File: src/rtl/note_scheduler.sv
// rtl/note_scheduler.sv - song sequencer that feeds note_player voices from a song ROM
module note_scheduler #(
  parameter int VOICES = 3,
  parameter int ADDR_W = 7
) (
  input  logic              clk,
  input  logic              reset,
  input  logic              song_start,
  input  logic [ADDR_W-1:0] song_base,
  input  logic              play,
  input  logic              beat,
  output logic [ADDR_W-1:0] rom_addr,
  input  logic [15:0]       rom_data,
  input  logic [VOICES-1:0] voice_done,
  output logic [VOICES-1:0] load_new_note,
  output logic [5:0]        note_to_load,
  output logic [5:0]        duration_to_load,
  output logic              song_done
);

  typedef enum logic [2:0] {
    S_IDLE,
    S_FETCH,
    S_DECODE,
    S_ISSUE,
    S_WAIT_BEATS,
    S_DONE
  } state_t;

  localparam logic [2:0] VOICE_CNT = 3'(VOICES);

  state_t state;
  state_t next_state;

  // Fields of the note being issued, captured while decoding.
  logic [1:0] cur_voice;
  logic [5:0] cur_note;
  logic [5:0] cur_dur;

  logic [5:0] beat_cnt;

  // Per-voice sounding flag and the window in which a stale done flag is ignored.
  logic [VOICES-1:0] busy;
  logic [1:0]        guard [VOICES];

  // Raw decode of the word presented by the ROM.
  logic       rd_is_wait;
  logic [1:0] rd_voice;
  logic [5:0] rd_note;
  logic [5:0] rd_dur;
  logic [5:0] rd_beats;
  logic       rd_voice_ok;

  logic [VOICES-1:0] voice_mask;
  logic              voice_busy;
  logic              issue_fire;
  logic              wait_tick;
  logic              wait_end;
  logic              drop_word;
  logic [ADDR_W-1:0] addr_next;

  assign rd_is_wait  = rom_data[15];
  assign rd_voice    = rom_data[14:13];
  assign rd_note     = rom_data[12:7];
  assign rd_dur      = rom_data[6:1];
  assign rd_beats    = rom_data[5:0];
  assign rd_voice_ok = ({1'b0, rd_voice} < VOICE_CNT);

  assign addr_next = rom_addr + ADDR_W'(1);

  // One-hot select of the voice addressed by the pending note.
  always_comb begin
    voice_mask = '0;
    for (int i = 0; i < VOICES; i++) begin
      voice_mask[i] = (cur_voice == 2'(i));
    end
  end

  assign voice_busy = |(busy & voice_mask);

  // A load only happens when running, the voice is free and no restart/reset overrides it.
  assign issue_fire = (state == S_ISSUE) && play && !voice_busy && !song_start && !reset;
  assign wait_tick  = (state == S_WAIT_BEATS) && beat && play;
  assign wait_end   = wait_tick && (beat_cnt <= 6'd1);
  assign drop_word  = (state == S_DECODE) && !rd_is_wait && !rd_voice_ok;

  // State register.
  always_ff @(posedge clk) begin
    if (reset) begin
      state <= S_IDLE;
    end else begin
      state <= next_state;
    end
  end

  // Next-state logic; a song start restarts the fetch loop from any state.
  always_comb begin
    next_state = state;
    if (song_start) begin
      next_state = S_FETCH;
    end else begin
      case (state)
        S_IDLE:   next_state = S_IDLE;
        S_FETCH:  next_state = S_DECODE;
        S_DECODE: begin
          if (rd_is_wait) begin
            next_state = (rd_beats == 6'd0) ? S_DONE : S_WAIT_BEATS;
          end else if (rd_voice_ok) begin
            next_state = S_ISSUE;
          end else begin
            next_state = S_FETCH;
          end
        end
        S_ISSUE: begin
          if (issue_fire) begin
            next_state = S_FETCH;
          end
        end
        S_WAIT_BEATS: begin
          if (wait_end) begin
            next_state = S_FETCH;
          end
        end
        S_DONE:   next_state = S_DONE;
        default:  next_state = S_IDLE;
      endcase
    end
  end

  // Outputs: load pulse and buses are driven only while a note is pending issue.
  always_comb begin
    load_new_note    = '0;
    note_to_load     = 6'd0;
    duration_to_load = 6'd0;
    song_done        = 1'b0;
    if (state == S_ISSUE) begin
      note_to_load     = cur_note;
      duration_to_load = cur_dur;
    end
    if (issue_fire) begin
      load_new_note = voice_mask;
    end
    if (state == S_DONE) begin
      song_done = 1'b1;
    end
  end

  // ROM address: reload on start, advance after a dropped word, an issued note or a finished wait.
  always_ff @(posedge clk) begin
    if (reset) begin
      rom_addr <= '0;
    end else if (song_start) begin
      rom_addr <= song_base;
    end else if (drop_word || issue_fire || wait_end) begin
      rom_addr <= addr_next;
    end
  end

  // Capture the note fields while decoding so the buses stay stable through a stalled issue.
  always_ff @(posedge clk) begin
    if (reset) begin
      cur_voice <= 2'd0;
      cur_note  <= 6'd0;
      cur_dur   <= 6'd0;
    end else if (state == S_DECODE && !rd_is_wait && !song_start) begin
      cur_voice <= rd_voice;
      cur_note  <= rd_note;
      cur_dur   <= rd_dur;
    end
  end

  // Beat counter: loaded when a wait word is decoded, counts only qualifying beats.
  always_ff @(posedge clk) begin
    if (reset) begin
      beat_cnt <= 6'd0;
    end else if (song_start) begin
      beat_cnt <= 6'd0;
    end else if (state == S_DECODE && rd_is_wait) begin
      beat_cnt <= rd_beats;
    end else if (wait_tick && beat_cnt != 6'd0) begin
      beat_cnt <= beat_cnt - 6'd1;
    end
  end

  // Busy tracking: set on load, cleared by done once the stale-flag window has passed.
  always_ff @(posedge clk) begin
    if (reset || song_start) begin
      busy <= '0;
      for (int i = 0; i < VOICES; i++) begin
        guard[i] <= 2'd0;
      end
    end else begin
      for (int i = 0; i < VOICES; i++) begin
        if (issue_fire && voice_mask[i]) begin
          busy[i]  <= 1'b1;
          guard[i] <= 2'd2;
        end else if (guard[i] != 2'd0) begin
          guard[i] <= guard[i] - 2'd1;
        end else if (voice_done[i]) begin
          busy[i] <= 1'b0;
        end
      end
    end
  end

endmodule
File: config.mk
export PLATFORM = sky130hd
export DESIGN_NAME = note_scheduler
export DESIGN_NICKNAME = d
export VERILOG_FILES = /design/src/rtl/note_scheduler.sv
export SDC_FILE = /design/constraint.sdc
export NUM_CORES = 1
export LEC_CHECK = 0
export ABC_CLOCK_PERIOD_IN_PS = 1900
export BUFFER_PORTS_ARGS = -buffer_cell sky130_fd_sc_hd__buf_2
export CAP_MARGIN = 20
export CORE_MARGIN = 3
export CORE_UTILIZATION = 40
export DETAILED_ROUTE_END_ITERATION = 12
export PLACE_DENSITY = 0.76
export SYNTH_ARGS = -nofsm -noshare
export SYNTH_HDL_FRONTEND = slang
export SYNTH_SLANG_ARGS = --single-unit
File: constraint.sdc
create_clock -name clk -period 1.9 [get_ports clk]
set_clock_uncertainty 0.1 [all_clocks]
set_input_delay 0.38 -clock clk [delete_from_list [all_inputs] [get_ports clk]]
set_output_delay 0.38 -clock clk [all_outputs]
set_load 0.02 [all_outputs]
# Word-level counts from Yosys, hierarchy flattened
# Memories as Yosys holds them, arrays and structs flattened.
# Index checks and enable logic that the tools add are counted.
[op_classes] add_sub_neg=5 multipliers=0 div_mod_pow=0 magnitude_cmp=2 n_eq_ne=14 shifts=0 mux=53 bitwise=7 n_reduce_logical=41
[ops] op="1-bit 2-to-1 mux" count=35
[ops] op="6-bit 2-to-1 mux" count=4
[ops] op="2-bit nonzero test" count=8
[ops] op="1-bit logical AND" count=15
[ops] op="3-bit case mux with 5 select lines" count=1
[ops] op="2-bit 2-to-1 mux" count=7
[ops] op="7-bit 2-to-1 mux" count=2
[ops] op="3-bit 2-to-1 mux" count=4
[ops] op="2-bit != test, second input constant" count=5
[ops] op="2-bit AND reduction" count=5
[ops] op="7-bit by 1-bit adder with 7-bit output, second input constant" count=1
[ops] op="3-bit by 2-bit equality test with 1-bit output, second input constant" count=2
[ops] op="3-bit equality test, second input constant" count=2
[ops] op="6-bit by 1-bit less-or-equal comparator with 1-bit output, second input constant" count=1
[ops] op="6-bit logical NOT" count=1
[ops] op="3-bit != test, second input constant" count=2
[ops] op="1-bit bitwise OR" count=6
[ops] op="6-bit nonzero test" count=1
[ops] op="2-bit by 1-bit subtractor with 2-bit output, second input constant" count=3
[ops] op="6-bit by 1-bit subtractor with 6-bit output, second input constant" count=1
[ops] op="1-bit logical NOT" count=5
[ops] op="3-bit AND" count=1
[ops] op="3-bit by 1-bit equality test with 1-bit output, second input constant" count=1
[ops] op="1-bit logical OR" count=3
[ops] op="6 further kinds" count=6
[totals] regBits=33 latch_bits=0 ramBits=6 mem_bits_ro=0 inputBits=31 output_inout_bits=23 wordCells=133 mem_count=1
[mem_list] name="guard" depth=3 width=2 read_ports=3 rd_clocked_by_memory_dff=0 write_ports=3 line="44" source="logic [1:0] guard [VOICES];"

# Logic depth before layout (Yosys ltp)
# Gate-level depths: netlist of run 1.
[depth] depth_word=13 ltp_mapped=7 depth_no_buf=6

# Worst setup path after synthesis of run 1
# OpenSTA, ideal clock, no wires.
[synth_path] path_type="register to register" start="register state[0]" end="memory guard[1][0] (enable)" setup_ns=0.298 arrival_ns=1.710 required_time_ns=1.502 slack_ns=-0.207 path_stages_with_launch=7 path_buffers=1 synth_period_minus_slack_ns=2.107 cell_sequence="dfxtp_1 -> buf_4 -> and3b_2 -> nand3_4 -> nor3_1 -> nor2_1 -> nand2_1"
[synth_lines] element="start: declaration" line="32" source="state_t state;"
[synth_lines] element="start signal: assignment" line="92" source="state <= next_state;"
[synth_lines] element="end: declaration" line="44"

# Final worst setup path of run 1
[layout_path] start="register state[2]" end="output load_new_note[1]"
[layout_via] elab_chain_len=6
[layout_rtl] element="3-bit by 2-bit equality test with 1-bit output" line="82" source="assign issue_fire = (state == S_ISSUE) && play && !voice_busy && !song_start && !reset;"
[layout_rtl] element="1-bit logical AND (4 in series)" line="82"
[layout_rtl] element="3-bit 2-to-1 mux" line="140" source="if (issue_fire) begin"
[layout_rtl] element="end: declaration" line="15" source="output logic [VOICES-1:0] load_new_note,"
# Every way passes these cells.

==> metrics.txt, run 1 <==
outcome=complete, but fails checks; failing checks=negative setup slack; FF+latch area=857 um^2; RSZ-0062 raised after global routing=true; CP most frequent cell=buf_6; Post-Syn Nets=279; clock tree sinks=39; post-synth top area cell=dfxtp_1; final worst setup slack=-91.3 ps; routability cong.=0.865; Final Max Tran Viols=0; Syn-to-layout area delta=37.2%; WL/cell=13.6 um; Post-Syn Area per Cell=8.94 um^2; initial antenna violation count=0; Setup CP Type=flip-flop to primary output; # DRC=0; htree depth=2; pwr dens=628 nW/um^2; data arrival time of the worst path=1510 ps; clk buf depth=2; Die H=79.6 um; first-pass GRT wire length=8.50 mm; Filler Cell Count=462; Final Hold Fails=0; highest metal used=met4; fin crit period=1990 ps; top-count cell post-synth=nor2_1; wire length on met3=235 um; core region area=5170 um^2; gr usage total=17.0%; Worst Hold Path EP=cur_note[4]; DIE AREA=6330 um^2; Worst path slowest cell=dfxtp_4; Area contributors post-synth=dfxtp_1, edfxtp_1, mux2i_1; Critical R2R Launch=state[2]; Netlist cell types=49; TNS Setup=-455 ps; Initial Utilization=41.8%; area occupied by multi-input gates=1290 um^2; DP Wirelength=3.76 mm; diode count=0; Max-slew headroom=75.0%; Post-Syn Area=2160 um^2; endpoints failing setup=9; crit-path cells=and3b_2 -> nand3_4 -> buf_6 -> nor3_4 -> buf_6; critical hold path startpoint=rom_data[11]; TritonCTS Buffers=5; drt pass-1 iters=4; Max FO, Critical Path=3; clock slew seen by the registers of the worst setup and hold paths=80 ps; Max VDD drop=0.353 mV; drt via density=5.12; Syn Inst Count=242; Worst Path Required=1420 ps; TritonCTS clock tree=built; startpoint types=flip-flop; Ports=54; Post-synth EDFFs=6; vias in the first global route=1,893; GRT overflow=0; number of max-cap violations=0; # nets final=362; Pleak=1.25 nW; Reg-to-Reg End=rom_addr[3]; IO Port Bufs=53; Post-Route M1 WL=2.40 mm; largest net degree at the start of global routing=24; worst hold path class=input pin to flip-flop; CP top delay family=simple AND/OR/NAND/NOR gates; fmax=0.502 GHz; Clock Latency Late Sink=290 ps; post-synthesis sequential area ratio=38.8%; CP Capture Type=primary output; layout cells sized above 1=37.1%; Power, Total=0.00186 W; fin crit share=105%; R2R cell count=8; Warnings, synthesis=0; Row Count=26; WL met2=2.71 mm; Critical Path Max Stage Delay=350 ps; reg-to-reg setup timing slack=-70 ps; Die W=79.6 um; crit path buf inv count=2; DRT iter0 DRCs=83; Critical Path Start=state[2]; Synth Register Bits=39; Synth top area share=30.5%; ANT nets after route=0; ys flop type=dfxtp_1; CTS Root Cell=clkbuf_8; worst hold stages=3; Routed Wire Length=5.40 mm; CTS Hold Bufs=0; async set-reset flop share out of synthesis=0%; vias=2,026; synth cell count leaders=nor2_1, dfxtp_1, nand2_1; Slew @ Worst Pin=366 ps
[where the power goes]
part	switching (W)	internal, W
Combinational	0.000151	0.000124
Clock	0.000295	0.000392
Sequential	0.0000239	0.000878
[layout make-up]
class,instances,area share (%)
repair buffers,87,19.6
clock inverters,2,1.26
clock buffers,6,2.44
flip-flops and latches,39,28.9
inverters,12,1.52
well taps,70,2.95
multi-input cells,180,43.4
[how the worst max path moves through the flow]
stage	depth (start not counted)	slack, ps	to
floorplan	6	-8	guard[2][1]
global placement	7	-20	rom_addr[3]
detailed placement	7	-30	rom_addr[2]
CTS	5	-110	load_new_note[0]
global route	5	-180	load_new_note[0]
finish	5	-90	load_new_note[1]
[cell families after synthesis]
group	count (synthesis)	share of synthesized area, %
AOI/OAI and AO/OA	49	17.1
and+or+nand+nor	105	26.4
muxes	19	8.90
xor gates and xnor gates	1	0.405
buffers and inverters	23	4.91
adders and majority gates	6	3.47
DFF	39	38.8
[through the flow]
stage / hold slack, ps / util (%) / cells / cell area [um^2] / worst slack (ps)
2_1_floorplan: 352 / - / 242 / 2180 / -8.04
3_3_place_gp: 366 / 52.0 / 380 / 2690 / -15.7
3_5_place_dp: 378 / 52.0 / 380 / 2690 / -26.5
4_1_cts: 214 / 55.2 / 391 / 2860 / -110
5_1_grt: 221 / 57.4 / 396 / 2970 / -176
6_report: 224 / 57.4 / 396 / 2970 / -91.3
[repair_timing]
item / CTS / global route
cloned: 0 / 1
pin swaps: 2 / 10
endpoints found under the setup margin: 15 / 26
buffers inserted: 3 / 4
resized for setup: 12 / 18
[placed cells by master (no fill, tap or decap), drive strengths merged, types with 2 or more instances in the layout]
master,n
and2,14
a21oi,16
ha,6
nor3,4
a32o,5
nor4,6
edfxtp,6
clkbuf,7
o21ai,9
nand2,18
and3,7
mux2,2
nand3,2
mux2i,17
nor3b,2
inv,12
nand2b,3
nor2b,2
a2111oi,2
dfxtp,33
a211oi,3
a31oi,2
nor4b,2
a22oi,5
buf,86
nor2,41
[registers in the layout, indices dropped and copies added (netlist names)]
signal     cells
beat_cnt       6
busy           3
cur_dur        6
cur_note       6
cur_voice      2
guard          6
rom_addr       7
state          3
[per-layer routing]
metal	vias up	track usage, %
met5	-	0
met4	0	4.81
met3	7	4.97
met2	34	29.2
met1	955	20.5
li1	1030	-
[worst reg2reg max path: stages (launching register included)]
cell and delay (ps):
dfxtp_4 350, and3b_2 260, nand3_4 100, buf_4 150, buf_4 130, o311ai_4 280, buf_12 160, o21ai_0 70
a32o_1 250
No activity file was read; power rests on OpenSTA's default activity.
==> inputs of run 2 (changes only) <==
- GPL_TIMING_DRIVEN: default -> 0
==> metrics.txt, run 2 (synthesized netlist as in run 1, its figures left out) <==
outcome=complete, but fails checks; failing checks=negative setup slack; Final Hold Fails=0 (unchanged); Final Cell Area=3040 um^2 (+2.4%); Biggest register=rom_addr; vias=2,058 (+1.6%); highest metal used=met4; Critical Path Max Stage Delay=350 ps (about the same); Max VDD drop=0.451 mV (+28%); Post-Route M1 WL=2.70 mm (+12%); commonest non-fill, non-tap cell in the layout=nor2_1; diode count=0 (unchanged); TritonCTS clock tree=built; WL met2=2.82 mm (+4.1%); endpoints failing setup=10 (+1); fin crit period=1990 ps (-5.62 ps); crit-path cells=and3b_2 -> nand3_4 -> nor4b_4 -> buf_4; Routed Wire Length=5.90 mm (+9.3%); Clock Latency Late Sink=300 ps (about the same); R2R cell count=7 (-1); critical hold path startpoint=rom_data[9]; fin crit share=105% (-0.30 points); startpoint types=flip-flop; ANT nets after route=0 (unchanged); Critical R2R Launch=state[2]; reg-to-reg setup timing slack=-20 ps (+50 ps); TritonCTS Buffers=5 (unchanged); Final Max Tran Viols=0 (unchanged); final worst setup slack=-85.7 ps (+5.62 ps); clock tree sinks=39 (unchanged); # DRC=0 (unchanged); clk buf depth=2 (unchanged); RSZ-0062 raised after global routing=true; routability cong.=0.822 (-4.9%); Die W=79.6 um (unchanged); Worst Hold Path EP=cur_note[2]; Worst path slowest cell=dfxtp_4; max reg flops=7 (unchanged); data arrival time of the worst path=1510 ps (about the same); number of max-cap violations=0 (unchanged); vias in the first global route=1,966 (+3.9%); GRT overflow=0 (unchanged); htree depth=2 (unchanged); DIE AREA=6330 um^2 (unchanged); worst hold path class=input pin to flip-flop; Max FO, Critical Path=4 (+1); Ports=54 (unchanged); layout cells sized above 1=38.4% (+1.3 points); CTS Root Cell=clkbuf_8; Setup CP Type=flip-flop to primary output; IO Port Bufs=53 (unchanged); WL/cell=15.1 um (+11%); wire length on met3=237 um (+0.85%); drt via density=5.28 (+3.1%); clock slew seen by the registers of the worst setup and hold paths=80 ps (about the same); initial antenna violation count=0 (unchanged); Die H=79.6 um (unchanged); worst hold stages=3 (unchanged); pwr dens=614 nW/um^2 (-2.3%); first-pass GRT wire length=9.09 mm (+7.0%); Initial Utilization=41.8% (unchanged); DP Wirelength=3.76 mm (-0.19%); # nets final=356 (-1.7%); CP top delay family=simple AND/OR/NAND/NOR gates; Slew @ Worst Pin=542 ps (+176 ps); drt pass-1 iters=4 (unchanged); pre-CTS setup slack=-197 ps (-170 ps); DRT iter0 DRCs=99 (+19%); gr usage total=17.9% (+0.92 points); CP Capture Type=primary output; Worst Path Required=1420 ps (about the same); largest net degree at the start of global routing=13 (-46%); Syn-to-layout area delta=40.5%; Row Count=26 (unchanged); crit path buf inv count=1 (-1); fmax=0.504 GHz (+0.28%); Pleak=1.23 nW (-2.3%); Placement Cell Area=2530 um^2 (-5.9%); TNS Setup=-353 ps (+102 ps); Max-slew headroom=63.9% (-11 points); commonest cells after routing, fill and taps aside=nor2_1, buf_2, dfxtp_1, buf_6, nand2_1; core region area=5170 um^2 (unchanged); Reg-to-Reg End=rom_addr[6]
## run 2: cell count changes in the layout (fill, tap and decap cells not counted), sizes merged
cell / previous run / this run
buf: 86 / 75
clkbuf: 7 / 11
clkinv: 0 / 2
clkinvlp: 1 / 0
## run 2: final cells by class
cell class / instances / area, um^2
Fill cell: 436 / 2130
Clock inverter: 3 / 38.8
Buffer: 10 / 75.1
Clock buffer: 5 / 68.8
Tap cell: 70 / 87.6
Inverter: 12 / 45.0
Sequential cell: 39 / 860
Multi-Input combinational cell: 180 / 1350
Timing Repair Buffer: 71 / 520
## run 2: repair_timing
item	CTS	global route
hold buffers	0	0
cloned	1	1
gates resized for setup	31	50
setup buffers	14	2
pin swaps	9	18
endpoints found under the setup margin	33	38
## run 2: worst max path at each step
stage	depth (start not counted)	end	from	slack (ps)
2_1_floorplan	6	guard[2][1]	state[0]	-8
3_3_place_gp	5	load_new_note[2]	reset	-190
3_5_place_dp	5	load_new_note[2]	reset	-200
4_1_cts	5	load_new_note[0]	state[0]	-150
5_1_grt	4	load_new_note[2]	state[2]	-140
6_report	4	load_new_note[2]	state[2]	-90
## run 2: per-layer routing
layer,GRT usage (%),vias to the layer above
li1,-,1015
met1,22.7,979
met2,30.0,48
met3,3.95,16
met4,6.01,0
met5,0,-
## run 2: stage by stage
| stage | hold slack [ps] | power [W] | util [%] | cells |
|---|---|---|---|---|
| 2_1_floorplan | 352 | 0.00108 | - | 242 |
| 3_3_place_gp | 364 | 0.00116 | 48.9 | 365 |
| 3_5_place_dp | 375 | 0.00117 | 48.9 | 365 |
| 4_1_cts | 223 | 0.00186 | 55.3 | 388 |
| 5_1_grt | 233 | 0.00194 | 58.8 | 390 |
| 6_report | 221 | 0.00187 | 58.8 | 390 |
## run 2: worst min-delay path: stages
cell	delay [ps]
buf_2	70
mux2i_1	60
nor2_1	70
## run 2: power breakdown
part | internal, W | switching [W]
sequential | 0.000876 | 0.0000222
combinational | 0.000113 | 0.000159
clock | 0.000385 | 0.000311
total | 0.00137 | 0.000493
==> inputs of run 3 (changes only) <==
- ABC_CLOCK_PERIOD_IN_PS: 1900 -> 1650
- CTS_BUF_LIST: default -> sky130_fd_sc_hd__clkbuf_4
- clock period: 1.9 -> 1.65 ns (I/O delays scaled with it)
==> metrics.txt, run 3 (synthesized netlist as in run 1, its figures left out) <==
worst hold path class=input pin to flip-flop; final hold slack=108 ps (-113 ps); max reg flops=7 (unchanged); Final Hold Fails=0 (unchanged); commonest cells after routing, fill and taps aside=nor2_1, buf_2, buf_6, buf_4, dfxtp_1; ANT nets after route=0 (unchanged); TritonCTS clock tree=built; commonest non-fill, non-tap cell in the layout=nor2_1; gr usage total=18.6% (+0.68 points); IO Port Bufs=53 (unchanged); DRT iter0 DRCs=124 (+25%); Power, Total=0.00205 W (+9.8%); Die W=79.6 um (unchanged); Worst path slowest cell=dfxtp_4; diode count=0 (unchanged); vias in the first global route=2,020 (+2.7%); DP Wirelength=3.69 mm (-1.8%); Max VDD drop=0.492 mV (+9.0%); Slew @ Worst Pin=521 ps (-21.0 ps); RSZ-0062 raised after global routing=true; Routed Wire Length=6.79 mm (+15%); # DRC=0 (unchanged); GRT overflow=0 (unchanged); fin crit period=2050 ps; # nets final=378 (+6.2%); Die H=79.6 um (unchanged); routability cong.=0.840 (+2.1%); TritonCTS Buffers=5 (unchanged); Syn-to-layout area delta=55.0%; largest net degree at the start of global routing=13 (unchanged); pwr dens=611 nW/um^2 (-0.48%); startpoint types=flip-flop; Max FO, Critical Path=4 (unchanged); initial antenna violation count=0 (unchanged); endpoints failing setup=55 (+45); htree depth=2 (unchanged); drt via density=5.50 (+4.1%); CP Capture Type=primary output; Ports=54 (unchanged); outcome=complete, but fails checks; CTS Root Cell=clkbuf_4; drt pass-1 iters=4 (unchanged); Worst Path Required=1220 ps (-200 ps); Pleak=1.35 nW (+11%); TNS Setup=-12,970 ps (-12,620 ps); Filler Cell Count=372 (-15%); Biggest register=rom_addr; Max-slew headroom=65.3% (+1.4 points); layout cells sized above 1=50.6% (+12 points); fin crit share=124%; DIE AREA=6330 um^2 (unchanged); WL/cell=16.5 um (+8.9%); vias=2,264 (+10%); Initial Utilization=41.8% (unchanged); first-pass GRT wire length=9.38 mm (+3.1%); final worst setup slack=-401 ps (-315 ps); Placement Cell Area=2580 um^2 (+1.9%); core region area=5170 um^2 (unchanged); failing checks=negative setup slack; clock tree sinks=39 (unchanged); Row Count=26 (unchanged); clk buf depth=2 (unchanged); crit-path cells=and3b_2 -> nand3_4 -> nor4b_4 -> buf_4; Final Max Tran Viols=0 (unchanged); data arrival time of the worst path=1620 ps (+110 ps); fmax=0.488 GHz; CTS Hold Bufs=0 (unchanged); Clock Latency Late Sink=360 ps (+60 ps); Critical Path Max Stage Delay=370 ps (+20 ps); clock slew seen by the registers of the worst setup and hold paths=130 ps (+50 ps); number of max-cap violations=0 (unchanged); Setup CP Type=flip-flop to primary output; Final Cell Area=3350 um^2 (+10%)
run 3: cell types whose count changed in the layout (fill, tap and decap cells not counted), sizes merged:
cell	previous run	this run
clkbuf	11	10
buf	75	98
run 3: area by class of cell:
cell class | instances | area, um^2 | share of cell area, %
Timing Repair Buffer | 94 | 743 | 22.2
Tap cell | 70 | 87.6 | 2.61
Multi-Input combinational cell | 180 | 1450 | 43.2
Buffer | 9 | 83.8 | 2.50
Clock buffer | 5 | 37.5 | 1.12
Inverter | 12 | 45.0 | 1.34
Sequential cell | 39 | 868 | 25.9
Clock inverter | 3 | 38.8 | 1.16
run 3: metrics by stage:
step           std cells  utilization (%)  setup WS [ps]
6_report             412             64.9           -401
3_5_place_dp         365             49.9           -325
2_1_floorplan        242                -           -175
4_1_cts              393             56.8           -409
5_1_grt              412             64.9           -483
3_3_place_gp         365             49.9           -333
run 3: path summary, 6_finish.rpt:
path                      from                to  slack [ps]  depth (start not counted)
setup / recovery      state[2]  load_new_note[2]        -400                          4
hold / removal    rom_data[10]       cur_note[3]         110                          3
setup reg to reg      state[2]       rom_addr[5]        -370                          8
hold reg to reg    cur_note[3]       cur_note[3]         400                          2
run 3: critical path, delay by kind of cell, from the launching register on:
family / cells / cell delay (ps)
flops: 1 / 370
simple gates: 3 / 690
buf+inv: 1 / 190
run 3: repair_timing:
item | 4_1_cts | 5_1_grt
pin swaps | 14 | 28
resized for setup | 37 | 82
endpoints found under the setup margin | 56 | 58
cloned | 2 | 1
buffers inserted | 20 | 22
run 3: metal layers:
layer,vias up,global-route usage [%],share of wire [%]
met2,94,31.9,51
met5,-,0,0
met3,20,4.18,6.0
met1,1089,22.2,40
li1,1061,-,-
met4,0,7.90,2.8
run 3: where the power goes:
part	internal, W	switching, W
sequential	0.00101	0.0000283
combinational	0.000155	0.000207
clock	0.000312	0.000341
total	0.00147	0.000576
